==> config.mk <==
export PLATFORM = sky130hd
export DESIGN_NAME = fetch_stage
export DESIGN_NICKNAME = d
export VERILOG_FILES = /design/src/rtl/fetch_stage.sv
export SDC_FILE = /design/constraint.sdc
export NUM_CORES = 1
export LEC_CHECK = 0
export ABC_CLOCK_PERIOD_IN_PS = 3190
export CORE_AREA = 8 8 101 149
export CTS_BUF_LIST = sky130_fd_sc_hd__clkbuf_4
export DETAILED_ROUTE_END_ITERATION = 10
export DIE_AREA = 0 0 109 157
export HOLD_SLACK_MARGIN = 0.12
export PLACE_DENSITY_LB_ADDON = 0.2
export SLEW_MARGIN = 30
export SYNTH_ARGS = -nofsm -noshare
export SYNTH_HDL_FRONTEND = slang
export SYNTH_SLANG_ARGS = --single-unit
==> constraint.sdc <==
create_clock -name clk -period 3.19 [get_ports clk]
set_clock_uncertainty 0.1 [all_clocks]
set_input_delay 0.638 -clock clk [delete_from_list [all_inputs] [get_ports clk]]
set_output_delay 0.638 -clock clk [all_outputs]
set_load 0.05 [all_outputs]
==> src/rtl/fetch_stage.sv <==
// Instruction-fetch stage with IF/ID pipeline register.
// Owns the PC, handles stall/flush/branch redirect, and freezes fetch on a HALT opcode.
module fetch_stage #(
    parameter logic [31:0] RESET_PC = 32'h0000_0000,
    parameter logic [5:0]  HALT_OPC = 6'b111111,
    parameter logic [31:0] NOP_WORD = 32'h0000_0000
) (
    input  logic        clk,
    input  logic        rst,
    input  logic        stall,
    input  logic        flush,
    input  logic        branch_taken,
    input  logic [31:0] branch_target,
    output logic [31:0] imem_addr,
    input  logic [31:0] imem_rdata,
    output logic [31:0] if_id_instr,
    output logic [31:0] if_id_pc4,
    output logic        if_id_valid,
    output logic [5:0]  opcode,
    output logic        halted,
    output logic [31:0] fetch_count
);

    localparam int unsigned XLEN  = 32;
    localparam int unsigned OPC_W = 6;

    typedef enum logic [1:0] {
        S_BOOT = 2'd0,
        S_RUN  = 2'd1,
        S_HALT = 2'd2
    } state_e;

    state_e          state_q, state_d;
    logic [XLEN-1:0] pc_q, pc_d;
    logic [XLEN-1:0] instr_q, instr_d;
    logic [XLEN-1:0] pc4_q, pc4_d;
    logic [XLEN-1:0] cnt_q, cnt_d;
    logic            valid_q, valid_d;

    logic [XLEN-1:0] pc_plus4;
    logic [XLEN-1:0] target_aligned;
    logic            is_halt_word;
    logic            unused_target_lsb;

    assign pc_plus4          = pc_q + XLEN'(4);
    assign target_aligned    = {branch_target[XLEN-1:2], 2'b00};
    assign is_halt_word      = (imem_rdata[XLEN-1:XLEN-OPC_W] == HALT_OPC);
    assign unused_target_lsb = ^branch_target[1:0];

    // State and pipeline registers
    always_ff @(posedge clk) begin
        if (rst) begin
            state_q <= S_BOOT;
            pc_q    <= RESET_PC;
            instr_q <= NOP_WORD;
            pc4_q   <= '0;
            valid_q <= 1'b0;
            cnt_q   <= '0;
        end else begin
            state_q <= state_d;
            pc_q    <= pc_d;
            instr_q <= instr_d;
            pc4_q   <= pc4_d;
            valid_q <= valid_d;
            cnt_q   <= cnt_d;
        end
    end

    // Next-state: branch > flush > stall > normal fetch while running
    always_comb begin
        state_d = state_q;
        pc_d    = pc_q;
        instr_d = instr_q;
        pc4_d   = pc4_q;
        valid_d = valid_q;
        cnt_d   = cnt_q;

        case (state_q)
            S_BOOT: begin
                instr_d = NOP_WORD;
                valid_d = 1'b0;
                state_d = S_RUN;
            end
            S_RUN: begin
                if (branch_taken) begin
                    pc_d    = target_aligned;
                    instr_d = NOP_WORD;
                    valid_d = 1'b0;
                end else if (flush) begin
                    pc_d    = pc_plus4;
                    instr_d = NOP_WORD;
                    valid_d = 1'b0;
                end else if (!stall) begin
                    instr_d = imem_rdata;
                    pc4_d   = pc_plus4;
                    valid_d = 1'b1;
                    cnt_d   = cnt_q + XLEN'(1);
                    if (is_halt_word) begin
                        state_d = S_HALT;
                    end else begin
                        pc_d = pc_plus4;
                    end
                end
            end
            S_HALT: begin
                // Only an older in-flight branch can wake fetch back up
                instr_d = NOP_WORD;
                valid_d = 1'b0;
                if (branch_taken) begin
                    pc_d    = target_aligned;
                    state_d = S_RUN;
                end
            end
            default: begin
                state_d = S_BOOT;
            end
        endcase
    end

    assign imem_addr   = pc_q;
    assign if_id_instr = instr_q;
    assign if_id_pc4   = pc4_q;
    assign if_id_valid = valid_q;
    assign opcode      = instr_q[XLEN-1:XLEN-OPC_W];
    assign halted      = (state_q == S_HALT);
    assign fetch_count = cnt_q;

endmodule
==> run_results.csv <==
group,metric,value,unit
status,status,"finished clean",
place,dp_hpwl,13.3,mm
synthesis,post-synth-top-area-fraction,42.8,%
floorplanning,core_area,12800,sq um
final_layout,drive_gt1_share,6.94,%
clock_network,postCtsSetupBuffers,0,
synthesis,ys_top_cells_by_count,"dfxtp_1 (127), nor2_1 (104), nand2_1 (58), a21oi_1 (53), clkbuf_1 (49)",
synthesis,synth_edf_count,0,
worst_setup_path,cp_data_arrival_time,2.17,ns
synthesis,ys.flop_type,"dfxtp_1",
pwr,total_power,5.17,mW
synthesis,yosys-top-cells-area,"dfxtp_1 (43%), nor2_1 (6.6%), xnor2_1 (5.5%)",
timing,relSlewSlack,39.3,%
timing,hold_slack,0.363,ns
worst_setup_path,worstSetupEndpointType,"primary output",
final_layout,utilization,64.7,%
worst_setup_path,path_class,"reg -> out",
timing,final.setup.tns,0,ns
floorplanning,initial_core_util,46.3,%
routing,via_count,5998,
worst_setup_path,worstPathMaxFanout,6,
place,routabilityCongestion,0.865,
grt,grt_pass1_vias,5665,
clock_network,clock_sinks,127,
final_layout,synthToLayoutAreaGrowth,39.8,%
timing,finalCritPeriodShare,91.1,%
hold_path,hold_depth,2,
floorplanning,die_h,157,microns
timing,fmax,344,MHz
grt,grt_max_degree,69,
pwr,p_per_area,623,nW/um^2
worst_setup_path,reg2reg_slack,0.44,ns
grt,antenna_found_initial,1,
timing,tightestPinTransition,0.910,ns
synthesis,async_reset_ff_share,0,%
clock_network,clkLatencyLatePin,0.52,ns
timing,final-hold-violation-count,0,
grt,overflow,0,
synthesis,yosysSeqAreaShare,42.8,%
routing,routed_wl,18.4,mm
routing,drt-pass1-iter-count,5,
synthesis,synth.most_common_cell,"dfxtp_1",
clock_network,hold_buffers,0,
floorplanning,ioPinCount,205,
pwr,p_leak,2.76,nW
place,port_buffers,198,
pwr,irDropWorstVdd,0.408,mV
synthesis,netlist_area,5940,sq um
clock_network,cts_max_path_buffers,2,
worst_setup_path,start_kind,"flip-flop",
routing,wire_per_inst,17.2,microns
clock_network,cts_resized,0,
clock_network,cts_buffers,17,
timing,drv_slew,0,
clock_network,ctsRootBufferMaster,"clkbuf_4",
hold_path,hold_class,"reg -> reg",
synthesis,yosys.area.top_type,"dfxtp_1",
clock_network,clkTransAtPathRegs,0.13,ns
grt,grt.total_usage,20.9,%
synthesis,syn_inst,721,
clock_network,cts_tree,"yes",
routing,wirelength_met1,7.16,mm
routing,via_per_inst,5.62,
routing,drt_iter0_drc,290,
routing,ant_nets,0,
routing,drc,0,
floorplanning,die_area,17100,sq um
flow_run,cap_violations,0,
floorplanning,die_x,109,microns
synthesis,avgSynthCellArea,8.23,sq um
synthesis,synthDistinctLibCells,55,
routing,dr_wl_met2,9.54,mm
clock_network,htreeDepth,4,
timing,fin_crit,2.90,ns
worst_setup_path,ff2ff_path_depth,7,
worst_setup_path,critPathRequiredTime,2.45,ns
floorplanning,std_cell_rows,51,
routing,wl_met3,1.19,mm
timing,rsz0062_at_grt,"false",
synthesis,yosysWarnings,0,
routing,dr.max_layer_used,"met4",
grt,grt_pass1_wl,28.6,mm
timing,setup_violations,0,
final_layout,final_net_count,971,
synthesis,yosys_register_bits,127,
[final cells by class]
class                      count  area, sq um
fill                        1100         4530
antenna                        1         2.50
tap                          159          199
sequential                   127         2540
multi-input combinational    519         3100
clock buffer                  17          128
clock inverter                15          138
timing repair buffer         216         2140
inverter                      14         52.6
[cell usage in the layout (no fill, tap or decap), types with 4 or more instances in the layout]
cell and instances:
xnor2_1 37, or3_1 5, nand4_1 14, xor2_1 17, and2_1 5, buf_4 17
conb_1 4, nor3_1 15, nand2_1 58, o21ai_0 34, inv_1 14, clkinv_4 4
nor4_1 15, ha_1 7, clkbuf_4 17, nand2b_1 5, and3_1 8, and4_1 5
a21oi_1 52, clkdlybuf4s50_1 197, a22o_1 4, nand3_1 25, o32ai_1 8, a22oi_1 33
nor2_1 104, dfxtp_1 127, o31a_1 4, a211oi_1 11
[metal layers]
| metal | vias to the layer above | track usage [%] |
|---|---|---|
| met5 | - | 0 |
| met2 | 222 | 37.1 |
| met1 | 2836 | 22.4 |
| met4 | 0 | 8.91 |
| li1 | 2908 | - |
| met3 | 32 | 5.49 |
[final timing paths]
check,start,end
setup / recovery,state_q[0],halted
hold reg to reg,if_id_pc4[3],if_id_pc4[3]
setup reg to reg,imem_addr[3],imem_addr[26]
hold / removal,if_id_pc4[3],if_id_pc4[3]
[registers in the layout, summed over array words and instances, names as in the netlist]
register and count:
if_id_instr 32, if_id_pc4 30, imem_addr 30, state_q 2
if_id_valid 1, fetch_count 32
[metrics by stage]
step           std cells  setup WS (ns)  instance area (sq um)
2_1_floorplan        724          0.281                   5950
3_3_place_gp        1035          0.155                   8020
3_5_place_dp        1035         0.0394                   8020
4_1_cts             1067          0.232                   8290
5_1_grt             1068          0.152                   8300
6_report            1068          0.285                   8300
[power breakdown]
group | switching [mW] | internal [mW]
Clock | 0.663 | 0.396
Combinational | 1.39 | 0.742
Sequential | 0.219 | 1.76
[worst max-delay path, stage by stage (launching register included)]
cell,delay [ns]
dfxtp_1,0.37
inv_1,0.10
ha_1,0.28
clkdlybuf4s50_1,0.90
[logic make-up after synthesis]
family                   share of synthesized area [%]
AO/OA/AOI/OAI                                     19.5
XOR/XNOR                                          7.97
adder cells (fa/ha/maj)                           1.48
buffers and inverters                             5.61
flip-flops                                        42.8
multiplexers                                     0.169
other                                           0.0632
AND/OR/NAND/NOR                                   22.4
Note: power is estimated with default switching activity, not from simulation.
